File: src/rtl/piezo_txrx_sequencer.sv
// Shares one piezo transducer between TX and RX for several request sources, with
// break-before-make guard time, post-TX echo blanking and first-echo timestamping.
module piezo_txrx_sequencer #(
  parameter int N_REQ        = 2,
  parameter int GUARD_CYCLES = 4,
  parameter int BLANK_CYCLES = 16,
  parameter int TIME_W       = 32
) (
  input  logic              iCLK,
  input  logic              iRESETn,
  input  logic [N_REQ-1:0]  iREQ,
  input  logic [N_REQ-1:0]  iREQ_MASK,
  input  logic              iPIEZO_IN,
  input  logic [TIME_W-1:0] iTIME,
  input  logic              iEVT_ACK,
  output logic              oTX_EN,
  output logic              oRX_EN,
  output logic              oBUSY,
  output logic              oEVT_VALID,
  output logic [TIME_W-1:0] oEVT_TIME,
  output logic              oOVERRUN,
  output logic [2:0]        oSTATE
);

  localparam int G_EFF   = (GUARD_CYCLES < 1) ? 1 : GUARD_CYCLES;
  localparam int CNT_MAX = (G_EFF > BLANK_CYCLES) ? G_EFF : BLANK_CYCLES;
  localparam int CNT_W   = $clog2(CNT_MAX + 1);
  localparam bit HAS_BLANK = (BLANK_CYCLES > 0);

  localparam logic [CNT_W-1:0] CNT_ZERO = CNT_W'(0);
  localparam logic [CNT_W-1:0] CNT_ONE  = CNT_W'(1);
  localparam logic [CNT_W-1:0] G_LOAD   = CNT_W'(G_EFF);
  localparam logic [CNT_W-1:0] B_LOAD   = CNT_W'(BLANK_CYCLES);

  typedef enum logic [2:0] {
    LISTEN   = 3'd0,
    GUARD_TX = 3'd1,
    TX       = 3'd2,
    GUARD_RX = 3'd3,
    BLANK    = 3'd4
  } state_t;

  state_t           state;
  state_t           state_next;
  logic [CNT_W-1:0] cnt;
  logic [CNT_W-1:0] cnt_next;
  logic             req;
  logic             tx_en;
  logic             rx_en;
  logic             busy;
  logic             tx_en_next;
  logic             rx_en_next;
  logic             busy_next;

  logic              sync1;
  logic              sync2;
  logic              sync3;
  logic              detect;
  logic              evt_valid;
  logic [TIME_W-1:0] evt_time;
  logic              overrun;

  assign req = |(iREQ & iREQ_MASK);

  // State, dwell counter and registered enables; the enables follow the next state
  // so they always equal the decode of the registered state.
  always_ff @(posedge iCLK) begin
    if (!iRESETn) begin
      state <= LISTEN;
      cnt   <= CNT_ZERO;
      tx_en <= 1'b0;
      rx_en <= 1'b1;
      busy  <= 1'b0;
    end else begin
      state <= state_next;
      cnt   <= cnt_next;
      tx_en <= tx_en_next;
      rx_en <= rx_en_next;
      busy  <= busy_next;
    end
  end

  // Next-state and counter; the counter is loaded on entry and the phase ends when it reads 1.
  always_comb begin
    state_next = state;
    cnt_next   = cnt;
    case (state)
      LISTEN: begin
        if (req) begin
          state_next = GUARD_TX;
          cnt_next   = G_LOAD;
        end else begin
          state_next = LISTEN;
          cnt_next   = CNT_ZERO;
        end
      end
      GUARD_TX: begin
        if (cnt <= CNT_ONE) begin
          state_next = TX;
          cnt_next   = CNT_ZERO;
        end else begin
          state_next = GUARD_TX;
          cnt_next   = cnt - CNT_ONE;
        end
      end
      TX: begin
        if (!req) begin
          state_next = GUARD_RX;
          cnt_next   = G_LOAD;
        end else begin
          state_next = TX;
          cnt_next   = CNT_ZERO;
        end
      end
      GUARD_RX: begin
        if (cnt <= CNT_ONE) begin
          if (HAS_BLANK) begin
            state_next = BLANK;
            cnt_next   = B_LOAD;
          end else begin
            state_next = LISTEN;
            cnt_next   = CNT_ZERO;
          end
        end else begin
          state_next = GUARD_RX;
          cnt_next   = cnt - CNT_ONE;
        end
      end
      BLANK: begin
        if (req) begin
          state_next = GUARD_TX;
          cnt_next   = G_LOAD;
        end else if (cnt <= CNT_ONE) begin
          state_next = LISTEN;
          cnt_next   = CNT_ZERO;
        end else begin
          state_next = BLANK;
          cnt_next   = cnt - CNT_ONE;
        end
      end
      default: begin
        state_next = LISTEN;
        cnt_next   = CNT_ZERO;
      end
    endcase
  end

  // Output decode of the upcoming state; TX and RX enables are mutually exclusive by construction.
  always_comb begin
    tx_en_next = 1'b0;
    rx_en_next = 1'b0;
    busy_next  = 1'b1;
    case (state_next)
      LISTEN: begin
        rx_en_next = 1'b1;
        busy_next  = 1'b0;
      end
      TX:      tx_en_next = 1'b1;
      BLANK:   rx_en_next = 1'b1;
      default: busy_next  = 1'b1;
    endcase
  end

  // Echo pin synchroniser plus one delay flop for rising-edge detection.
  always_ff @(posedge iCLK) begin
    if (!iRESETn) begin
      sync1 <= 1'b0;
      sync2 <= 1'b0;
      sync3 <= 1'b0;
    end else begin
      sync1 <= iPIEZO_IN;
      sync2 <= sync1;
      sync3 <= sync2;
    end
  end

  assign detect = sync2 & ~sync3 & (state == LISTEN);

  // Event capture: first edge wins until acknowledged, but a capture coinciding with an ack takes over.
  always_ff @(posedge iCLK) begin
    if (!iRESETn) begin
      evt_valid <= 1'b0;
      evt_time  <= {TIME_W{1'b0}};
      overrun   <= 1'b0;
    end else if (detect) begin
      if (!evt_valid || iEVT_ACK) begin
        evt_valid <= 1'b1;
        evt_time  <= iTIME;
        overrun   <= 1'b0;
      end else begin
        overrun   <= 1'b1;
      end
    end else if (iEVT_ACK) begin
      evt_valid <= 1'b0;
      overrun   <= 1'b0;
    end else begin
      evt_valid <= evt_valid;
    end
  end

  assign oTX_EN     = tx_en;
  assign oRX_EN     = rx_en;
  assign oBUSY      = busy;
  assign oEVT_VALID = evt_valid;
  assign oEVT_TIME  = evt_time;
  assign oOVERRUN   = overrun;
  assign oSTATE     = state;

endmodule

File: config.mk
export PLATFORM = sky130hd
export DESIGN_NAME = piezo_txrx_sequencer
export DESIGN_NICKNAME = d
export VERILOG_FILES = /design/src/rtl/piezo_txrx_sequencer.sv
export SDC_FILE = /design/constraint.sdc
export NUM_CORES = 1
export LEC_CHECK = 0
export ABC_CLOCK_PERIOD_IN_PS = 1670
export BUFFER_PORTS_ARGS = -buffer_cell sky130_fd_sc_hd__clkbuf_2
export CAP_MARGIN = 40
export CORE_ASPECT_RATIO = 1.1
export CORE_UTILIZATION = 30
export DETAILED_ROUTE_END_ITERATION = 8
export PLACE_DENSITY = 0.65
export SLEW_MARGIN = 20
export SYNTH_ARGS = -nofsm -noshare
export SYNTH_HDL_FRONTEND = slang
export SYNTH_SLANG_ARGS = --single-unit
File: constraint.sdc
create_clock -name iCLK -period 1.67 [get_ports iCLK]
set_clock_uncertainty 0.15 [all_clocks]
set_input_delay 0.0835 -clock iCLK [delete_from_list [all_inputs] [get_ports iCLK]]
set_output_delay 0.0835 -clock iCLK [all_outputs]
set_load 0.02 [all_outputs]
* Yosys cells after proc, flatten, opt, wreduce, memory -nomap -nowiden
Cells that the tools add are included.
Widths: inputs -> output; s select.
** Cells by class
- $add $sub $neg :: 1
- $lt $le $gt $ge :: 1
- Equality and inequality tests :: 7
- Mux-type cells :: 21
- Bitwise logic cells :: 4
- Reductions and logical operators :: 9
** Operators by type and width (number)
- $pmux 5 s5 :: 1
- $mux 3 :: 5
- $mux 5 :: 3
- $pmux 3 s5 :: 1
- $mux 1 :: 10
- $eq 3x2->1 const B :: 3
- $eq 3x3->1 const B :: 2
- $logic_not 3->1 :: 2
- $le 5x1->1 const B :: 1
- $sub 5x1->5 const B :: 1
- $reduce_and 2->1 :: 2
- $reduce_or 2->1 :: 2
- $eq 3x1->1 const B :: 1
- $and 1x1->1 :: 2
- $and 2x2->2 :: 1
- $mux 2 :: 1
- $ne 2x1->1 const B :: 1
- $reduce_bool 2->1 :: 1
- $logic_not 1->1 :: 1
- $logic_or 1x1->1 :: 1
- $not 1->1 :: 1
** Storage, ports and cells
- Register bits :: 48
- Logic and storage cells :: 54

* Longest topological paths before layout
Gate-level depths: netlist of run 1.
- Depth in word-level cells :: 7
- Depth in mapped cells :: 6
- Depth with buffers taken out :: 6

* Worst setup path before layout of run 1
Ideal clock, no wire load.
- Path type :: register to register
- From :: register state[1], in the netlist oSTATE[1]
- To :: register evt_time[10], in the netlist oEVT_TIME[10]
- Data arrival time :: 1274 ps
- Required time :: 1392 ps
- Slack :: 118 ps
- Cell stages (with the launch flop) :: 7
- Path buffers :: 2
- Clock period less this slack :: 1552 ps
- Path through :: dfxtp_1 > buf_2 > nor2_4 > nand4b_4 > buf_4 > mux2i_1 > nor2_1
** On the way
- Longest elaborated chain between the ends :: 3
** RTL lines
- from (decl) :: line 43 : state_t state;
- from (signal assigned) :: line 75 : state <= state_next;
- $logic_not 3->1 :: line 177 : assign detect = sync2 & ~sync3 & (state == LISTEN);
- $and 1x1->1 :: line 177
- $reduce_and 2->1 (no line)
- to (signal assigned) :: line 183 : evt_time <= {TIME_W{1'b0}};
- to (signal assigned) :: line 188 : evt_time <= iTIME;
- to (decl) :: line 60 : logic [TIME_W-1:0] evt_time;
Every way passes these cells.
A chain may end at the register's enable or synchronous reset.

* Final worst setup path of run 1
- From :: input port iEVT_ACK
- To :: register evt_time[3], in the netlist oEVT_TIME[3]
** On the way
- Longest elaborated chain between the ends :: 2
** RTL lines
- from (decl) :: line 15 : input logic iEVT_ACK,
- $logic_or 1x1->1 :: line 186 : if (!evt_valid || iEVT_ACK) begin
- $reduce_and 2->1 (no line)
Every way passes these cells.

==> metrics, run 1 <==
status=completed; Worst Min Path Start=iREQ_MASK[1]; CP Cell Sequence=dlygate4sd3_1 > clkbuf_2 > nor2b_1 > nand4b_4 > buf_12 > mux2i_1 > nor2_1; relative slew slack=0.792; Max Buffers Root-to-Sink=2; Max Cap Viol=0; GP Congestion=0.735; WP data required=1.71 ns; Crit path largest cell delay=0.54 ns; hold_ws=between 0.05 and 0.06 ns; P_int=about 2 mW; Cell Pwr Density=slightly below 1000 nW/um2; I/O Pins=80; vias in the first global route=about 1,600; n_diodes=0; Avg WL per Cell=11.5 um; Static Leak=between 1.5 and 2 nW; Async S/R FF share, synth=0; fmax=631 MHz; Die Area=6530 um2; Worst setup EP type=flip-flop; slowest library cell on the worst path=dlygate4sd3_1; CTS sink count=48; fin crit share=0.949; switching share of power=0.284; port bufs=between 70 and 80; top_reg_cell synth=dfxtp_1; chip width=77.1 um; CP arrival=about 1.6 ns; power share of the clock group=0.291; kind of critical path=in2reg; Clock Tree Root=clkbuf_8; met3 Use GR=0.0413; most frequent cells in the layout=clkbuf_2 (79), dfxtp_1 (46), nor2_1 (38); cts bufs inserted=5; register area share after synthesis=0.516; switching power=0.794 mW; Post-Synth XOR/XNOR Area=0.0141; area share of fa/ha/maj cells after synthesis=0.0134; first-pass GRT wire length=7.18 mm; Net Count, Synth=219; DP Wirelength=2.86 mm; mux share of post-synthesis cell area=0.177; largest net degree at the start of global routing=34; final core area utilization=0.490; # placed instances=331; Post-Synth Simple-Gate Area=0.175; largest family of logic cells by synthesized area=multiplexers; Cell variety after synth=39; Final nets=339; Setup Viol. Count Final=0; #FFs+latches synth=48; Comb pwr share=0.247; complex-gate fraction of the synthesized area=0.0753; worst r2r src=cnt[1]; syn avg cell area=10.5 um2; grt met1 use=0.150; Vias=between 1,500 and 2,000; Worst Hold Class=in2reg; Post-synth EDFFs=0; Final Power=2.80 mW; fin cells=375; Area Growth Syn to Fin=54.6%; DRC viols=0; Initial DRT Pass Iterations=4; clk_lat worst skew=0.29 ns; Post-CTS Setup Bufs=0; H-Tree Depth=2; number of cell rows=29; Initial Utilization=0.317; Max Fanout on Critical Path=20; Syn Std Cell Area=1860 um2; crit path launch=iEVT_ACK; grt met2 use=0.257; startpoint class of the critical path=input port; Slew Viols, Final=0; most common cell after layout, fill and taps aside=clkbuf_2; Core ar.=5880 um2; antenna violations before repair=0; Final ANT Viol Nets=0; GRT Max-Usage Layer=met2; dpl ws=slightly below 0.03 ns; Die H=between 80 and 90 um; Remaining Overflow, GRT=0; Final Hold Violating Endpoints=0; peak supply drop=437 uV; share of cells above drive strength 1=0.352; sequential share of power=0.462; via-per-instance ratio=4.45; 1st-iter DRT viols=37; Reg clk slew, reported paths=~0.090 ns; GRT Util Overall=0.139; Synth Warn #=0; worst slew pin tran=about 0.31 ns; Tmin final=between 1.5 and 2 ns; CTS tree=done; Syn Inst Count=between 150 and 200; final WL=4.31 mm; fin worst setup slack=0.0852 ns
-- area by class of cell --
cell class | instances | area (um2)
Clock buffer | 6 | 72.6
Clock inverter | 2 | 35.0
Fill cell | 542 | 3000
Inverter | 3 | 11.3
Multi-Input combinational cell | 118 | 857
Sequential cell | 48 | 968
Tap cell | 77 | 96.3
Timing Repair Buffer | 121 | 838
-- logic make-up after synthesis --
| family | Yosys count |
|---|---|
| AND/OR/NAND/NOR | 62 |
| buffers and inverters | 11 |
| multiplexers | 33 |
| adder cells (fa/ha/maj) | 2 |
| flip-flops | 48 |
| AO/OA/AOI/OAI | 18 |
| XOR/XNOR | 3 |
-- state kept, by name, summed over array words and instances (netlist names) --
signal	flops
cnt	5
oBUSY	1
oEVT_TIME	32
oEVT_VALID	1
oOVERRUN	1
oRX_EN	1
oSTATE	3
oTX_EN	1
sync1	1
sync2	1
sync3	1
-- through the flow --
stage	setup TNS, ns	cell area [um2]
finish	0	2880
global route	-0.00148	2880
CTS	0	2860
detailed placement	0	2390
global placement	0	2390
floorplan	0	1860
-- timing repair --
action,in CTS,in global routing
resized for setup,0,7
hold buffers,36,0
hold endpoints to repair,38,0
setup endpoints to repair,0,8
-- power by group through the flow --
stage	sequential, mW	clock (mW)	combinational, mW
final	1.29	0.814	0.690
after global placement	1.31	0	0.614
after floorplan	1.39	0	0.339
after detailed placement	1.32	0	0.622
after global routing	1.30	0.902	0.758
after CTS	1.29	0.853	0.689
-- worst max-delay path, delay by kind of cell --
family,cells,cell delay [ns]
and+or+nand+nor,3,0.45
muxes,1,0.24
buffers and inverters,3,0.84
-- layer usage --
layer / vias to the layer above / wire length [um]
li1: 843 / -
met1: 765 / 1900
met2: 58 / 2170
met3: 2 / 217
met4: 0 / 26
met5: - / 0
-- cell usage after synthesis, drive strengths merged, types with 2 or more instances --
library cell | instances | area share
nand4b | 2 | 0.017
o22ai | 2 | 0.0067
buf | 4 | 0.015
clkbuf | 4 | 0.0081
and2 | 3 | 0.010
a31oi | 2 | 0.0067
inv | 3 | 0.0060
mux2i | 33 | 0.18
xor2 | 2 | 0.0094
nor3 | 2 | 0.0054
nor2b | 2 | 0.0067
nor2 | 39 | 0.083
nand2 | 5 | 0.010
and3 | 2 | 0.0067
ha | 2 | 0.013
nand3b | 2 | 0.0081
o21ai | 3 | 0.010
a21oi | 3 | 0.012
dfxtp | 48 | 0.52
-- worst paths after layout --
| kind | endpoint | cells past startpoint | slack, ns |
|---|---|---|---|
| worst max-delay path | oEVT_TIME[3] | 7 | 0.09 |
| worst min-delay path | oSTATE[0] | 3 | 0.06 |
| worst max register to register | cnt[4] | 6 | 0.11 |
| worst min register to register | sync2 | 1 | 0.29 |
Note: power is estimated with default switching activity, not from simulation.
==> inputs of run 2 (changes only) <==
--- a/config.mk
+++ b/config.mk
@@ -5,13 +5,14 @@
 export SDC_FILE = /design/constraint.sdc
 export NUM_CORES = 1
 export LEC_CHECK = 0
+export ABC_AREA = 1
 export ABC_CLOCK_PERIOD_IN_PS = 1670
 export BUFFER_PORTS_ARGS = -buffer_cell sky130_fd_sc_hd__clkbuf_2
 export CAP_MARGIN = 40
 export CORE_ASPECT_RATIO = 1.1
 export CORE_UTILIZATION = 30
 export DETAILED_ROUTE_END_ITERATION = 8
-export PLACE_DENSITY = 0.65
+export PLACE_DENSITY = 0.64
 export SLEW_MARGIN = 20
 export SYNTH_ARGS = -nofsm -noshare
 export SYNTH_HDL_FRONTEND = slang
==> constraint.sdc (replaced) <==
create_clock -name iCLK -period 1.67 [get_ports iCLK]
set_clock_uncertainty 0.15 [all_clocks]
set_input_delay 0.0835 -clock iCLK [delete_from_list [all_inputs] [get_ports iCLK]]
set_output_delay 0.0835 -clock iCLK [all_outputs]
set_load 0.005 [all_outputs]
==> run 2 against run 1 <==
Against the previous run: design area down 3.4%; first-iteration DRC count rose to 3.1 times the previous value; critical path depth unchanged; highest routed layer unchanged; fmax up 3.6%.
==> metrics, run 2 <==
kind of critical path=reg2reg; Placed Area=2320 um2; #FFs+latches synth=48; Syn Std Cell Area=1890 um2; Cell variety after synth=22; Vias=1,937; Async S/R FF share, synth=0; number of cell rows=29; DR top layer=met4; Synth Warn #=0; GP Congestion=0.773; Worst setup EP type=flip-flop; Reg clk slew, reported paths=around 0.08 ns; Tmin final=1.53 ns; n_diodes=0; met2 WL post-DR=2.38 mm; top_reg_cell synth=dfxtp_1; GRT Util Overall=0.150; dpl ws=0.0681 ns; Remaining Overflow, GRT=0; antenna violations before repair=0; RSZ-0062 raised after global routing=no; fin worst setup slack=0.141 ns; Final nets=407; design area=2780 um2; Cell Pwr Density=approximately 960 nW/um2; I/O Pins=80; Clock Tree Root=clkbuf_8; H-Tree Depth=2; Die Area=about 6600 um2; CP Cell Sequence=nor2_4 > nand3_2 > inv_2 > nand2_8 > buf_4 > o21ai_1 > nor2_1; post-route setup TNS=0 ns; DP Wirelength=3.03 mm; Worst Hold Class=in2reg; status=completed; Final Hold Violating Endpoints=0; Crit path largest cell delay=between 0.3 and 0.4 ns; final WL=~4.7 mm; first-pass GRT wire length=7.71 mm; 1st-iter DRT viols=around 120; register area share after synthesis=0.508; DRC viols=0; Area contributors post-synth=dfxtp_1 (51%), nor2_1 (17%), nand2_1 (5.8%); Slew Viols, Final=0; most instantiated cells after synthesis=nor2_1 (86), dfxtp_1 (48), nand2_1 (29); cts bufs inserted=5; CP arrival=1.57 ns; chip width=around 80 um; CTS sink count=48; Core ar.=5910 um2; Die H=85.3 um; fin cells=about 440; clk_lat worst skew=roughly 0.29 ns; Syn Inst Count=approximately 250; Synth area leader=dfxtp_1; most frequent cell after synthesis=nor2_1; syn avg cell area=7.54 um2; most common cell after layout, fill and taps aside=nor2_1; CTS tree=done; Avg WL per Cell=approximately 11 um; Final ANT Viol Nets=0; Initial Utilization=0.320; slowest library cell on the worst path=dfxtp_1; fmax=654 MHz; DRT met1 WL=1.98 mm; Filler Cell Count=597; peak supply drop=roughly 370 uV; Setup Viol. Count Final=0; startpoint class of the critical path=flip-flop; met3 wire len=221 um; # placed instances=400; most frequent cells in the layout=nor2_1 (86), clkbuf_2 (79), dfxtp_1 (48); Net Count, Synth=between 200 and 300; via-per-instance ratio=4.37; Synth top area share=0.508; largest net degree at the start of global routing=34; Post-CTS Setup Bufs=0; Static Leak=1.38 nW; vias in the first global route=1,816; share of cells above drive strength 1=0.260; fin crit share=0.916; Post-synth EDFFs=0; Initial DRT Pass Iterations=4; Max Buffers Root-to-Sink=2; Area Growth Syn to Fin=47.0%; Max Fanout on Critical Path=24; Largest register FFs=32; relative slew slack=0.801; Max Cap Viol=0; worst slew pin tran=0.299 ns; WP data required=1.71 ns; port bufs=79
## run 2: cell count changes in the layout (fill, tap and decap cells not counted), moves of 3 or more
cell / previous run / this run
nand2_1: 5 / 28
nor2_1: 38 / 86
o21ai_0: 1 / 19
mux2i_1: 33 / 0
and2_1: 3 / 0
buf_12: 3 / 0
o21ai_1: 1 / 16
inv_1: 2 / 18
a21oi_1: 1 / 4
nand3_1: 1 / 6
## run 2: worst paths after layout
path | start | end | slack, ns | depth (start not counted)
min reg2reg | sync1 | sync2 | 0.27 | 2
max reg2reg | oSTATE[0] | oEVT_TIME[29] | 0.14 | 7
min | iREQ_MASK[1] | oTX_EN | 0.18 | 8
max | oSTATE[0] | oEVT_TIME[29] | 0.14 | 7
## run 2: logic make-up after synthesis
| group | after synthesis | share of synthesized area |
|---|---|---|
| simple gates | 126 | 0.265 |
| flops | 48 | 0.508 |
| compound gates | 41 | 0.111 |
| buf+inv | 31 | 0.0886 |
| xor+xnor | 3 | 0.0139 |
| fa+ha+maj | 2 | 0.0132 |
## run 2: where the power goes
part	switching [mW]	leakage [nW]	internal (mW)	total, mW
combinational	0.346	0.942	0.304	0.649
sequential	0.0675	0.392	1.26	1.33
clock	0.368	0.0455	0.338	0.706
## run 2: repair_timing
action                                 in CTS  in global routing
endpoints found under the hold margin      35                  0
hold buffers                               35                  0
gates resized for setup                     0                  5
setup endpoints to repair                   0                 40
## run 2: worst max-delay path, delay by kind of cell (launching register included)
family	cells	cell delay, ns
AO/OA/AOI/OAI	1	0.13
buffers and inverters	2	0.33
AND/OR/NAND/NOR	4	0.44
flip-flops	1	0.38
## run 2: routing by layer
layer  up-vias  GRT usage
li1       1014          -
met4         0     0.0858
met1       841      0.162
met3        14     0.0376
met2        68      0.265
met5         -          0
## run 2: through the flow
step	power (mW)	util	hold WS, ns
after floorplan	1.72	-	0.0311
after global placement	1.91	0.393	0.128
after detailed placement	1.92	0.393	0.131
after CTS	2.71	0.467	0.176
after global routing	2.87	0.470	0.206
final	2.68	0.470	0.182
## run 2: cell type report
type / instances / area (um2) / area share
Timing Repair Buffer: 117 / 768 / 0.276
Inverter: 21 / 86.3 / 0.0310
Multi-Input combinational cell: 172 / 779 / 0.280
Clock buffer: 8 / 90.1 / 0.0324
Sequential cell: 48 / 961 / 0.345
Tap cell: 77 / 96.3 / 0.0346
==> inputs of run 3 (changes only) <==
--- a/config.mk
+++ b/config.mk
@@ -10,9 +10,10 @@
 export BUFFER_PORTS_ARGS = -buffer_cell sky130_fd_sc_hd__clkbuf_2
 export CAP_MARGIN = 40
 export CORE_ASPECT_RATIO = 1.1
+export CORE_MARGIN = 2
 export CORE_UTILIZATION = 30
 export DETAILED_ROUTE_END_ITERATION = 8
-export PLACE_DENSITY = 0.64
+export PLACE_DENSITY = 0.56
 export SLEW_MARGIN = 20
 export SYNTH_ARGS = -nofsm -noshare
 export SYNTH_HDL_FRONTEND = slang
==> run 3 against run 2 <==
Against the previous run: routed wire length is 4.0% lower; via count is 0.62% lower; utilization is 1.2 points lower; combinational power is 2% lower; die area is 5.0% higher; clock power is 17% higher; setup slack better by 0.028 ns; global-route usage is 0.91 points lower; critical endpoint is now oBUSY.
==> metrics, run 3 (same netlist as run 2, synthesis figures left out) <==
vias in the first global route=between 1,500 and 2,000; Crit path top cell by count=nand2_1; Worst Hold Class=in2reg; Crit. path cell count=8; reg2reg setup slack=0.17 ns; port bufs=79; Static Leak=1.39 nW; via-per-instance ratio=4.32; CP Cell Sequence=inv_1 > ha_1 > o21bai_1 > nand2_2 > nand2_1 > nand3b_1 > nand2_1 > nand3_1; Crit path largest cell delay=0.34 ns; final WL=4.53 mm; cts bufs inserted=5; Final ANT Viol Nets=0; Largest register FFs=32; Reg clk slew, reported paths=0.09 ns; Clock Tree Root=clkbuf_8; Die Area=roughly 7000 um2; crit path launch=cnt[1]; CTS tree=done; chip width=79.7 um; Initial DRT Pass Iterations=4; worst slew pin tran=0.351 ns; worst hold endpoint=oTX_EN; status=completed; Avg WL per Cell=10.1 um; antenna violations before repair=0; 1st-iter DRT viols=about 130; RSZ-0062 raised after global routing=no; peak supply drop=465 uV; Remaining Overflow, GRT=0; Setup Viol. Count Final=0; Final nets=407; Multi-input gate area=776 um2; dpl ws=0.0953 ns; Slew Viols, Final=0; Tmin final=1.50 ns; Initial Utilization=0.309; relative slew slack=0.766; Max Cap Viol=0; Filler Cell Count=roughly 660; most frequent cells in the layout=nor2_1 (86), clkbuf_2 (79), dfxtp_1 (46); DRC viols=0; clk_lat worst skew=0.29 ns; CP arrival=around 1.6 ns; post-route setup TNS=0 ns; I/O Pins=80; Worst Min Path Start=iREQ_MASK[1]; Max Fanout on Critical Path=7; Buf/Inv on CP=1; WP data required=~1.8 ns; Die H=87.3 um; GP Congestion=~0.77; GRT Util Overall=0.141; Max Buffers Root-to-Sink=2; CP top delay family=simple AND/OR/NAND/NOR gates; Final Hold Violating Endpoints=0; fmax=about 670 MHz; slowest library cell on the worst path=dfxtp_2; H-Tree Depth=2; most common cell after layout, fill and taps aside=nor2_1; reg2reg end=oBUSY; fin worst setup slack=0.168 ns; fin crit share=0.899; n_diodes=0; Area Growth Syn to Fin=48.1%; CTS sink count=48; reg2reg path depth=8; DP Wirelength=3.07 mm; first-pass GRT wire length=7.77 mm; Cell Pwr Density=roughly 1000 nW/um2; Vias=1,925; worst r2r src=cnt[1]; Worst setup EP type=flip-flop; share of cells above drive strength 1=0.270; FF/Latch Area=about 960 um2; worst hold path cell count=8; largest net degree at the start of global routing=40; number of cell rows=30; Core ar.=roughly 6100 um2; final core area utilization=0.458; kind of critical path=reg2reg; startpoint class of the critical path=flip-flop
## run 3: metal layers
layer	share of wire	GRT usage	vias to the layer above	wire length, um
li1	-	-	1008	-
met1	0.42	0.158	858	1900
met2	0.51	0.256	53	2330
met3	0.053	0.0363	6	242
met4	0.013	0.0502	0	61
met5	0	0	-	0
## run 3: through the flow
| stage | total power [mW] | hold WS (ns) | cells | cell area [um2] |
|---|---|---|---|---|
| 2_1_floorplan | 1.72 | 0.0311 | 251 | 1890 |
| 3_3_place_gp | 1.91 | 0.133 | 403 | 2330 |
| 3_5_place_dp | 1.92 | 0.128 | 403 | 2330 |
| 4_1_cts | 2.82 | 0.184 | 446 | 2780 |
| 5_1_grt | 2.99 | 0.230 | 446 | 2800 |
| 6_report | 2.79 | 0.199 | 446 | 2800 |
## run 3: cell type report
| cell class | count | share of cell area |
|---|---|---|
| Sequential cell | 48 | 0.344 |
| Multi-Input combinational cell | 172 | 0.277 |
| Timing Repair Buffer | 117 | 0.275 |
| Tap cell | 80 | 0.0357 |
| Inverter | 21 | 0.0299 |
| Clock buffer | 6 | 0.0259 |
| Clock inverter | 2 | 0.0125 |
## run 3: how the worst max path moves through the flow
| stage | end | slack, ns |
|---|---|---|
| floorplan | oBUSY | 0.26 |
| global placement | oEVT_TIME[18] | 0.14 |
| detailed placement | cnt[1] | 0.1 |
| CTS | cnt[1] | 0.07 |
| global route | oBUSY | 0.007 |
| finish | oBUSY | 0.17 |
## run 3: what timing repair did
action | CTS | global route
hold buffers | 35 | 0
endpoints found under the setup margin | 0 | 15
resized for setup | 0 | 7
buffers inserted | 0 | 0
endpoints found under the hold margin | 37 | 0
## run 3: power by group
part,switching (mW),internal (mW)
Clock,0.379,0.445
Sequential,0.0700,1.26
Combinational,0.337,0.300
## run 3: worst min-delay path, delay by kind of cell
| family | cells | cell delay [ns] |
|---|---|---|
| buffers and inverters | 1 | 0.07 |
| AND/OR/NAND/NOR | 7 | 0.45 |
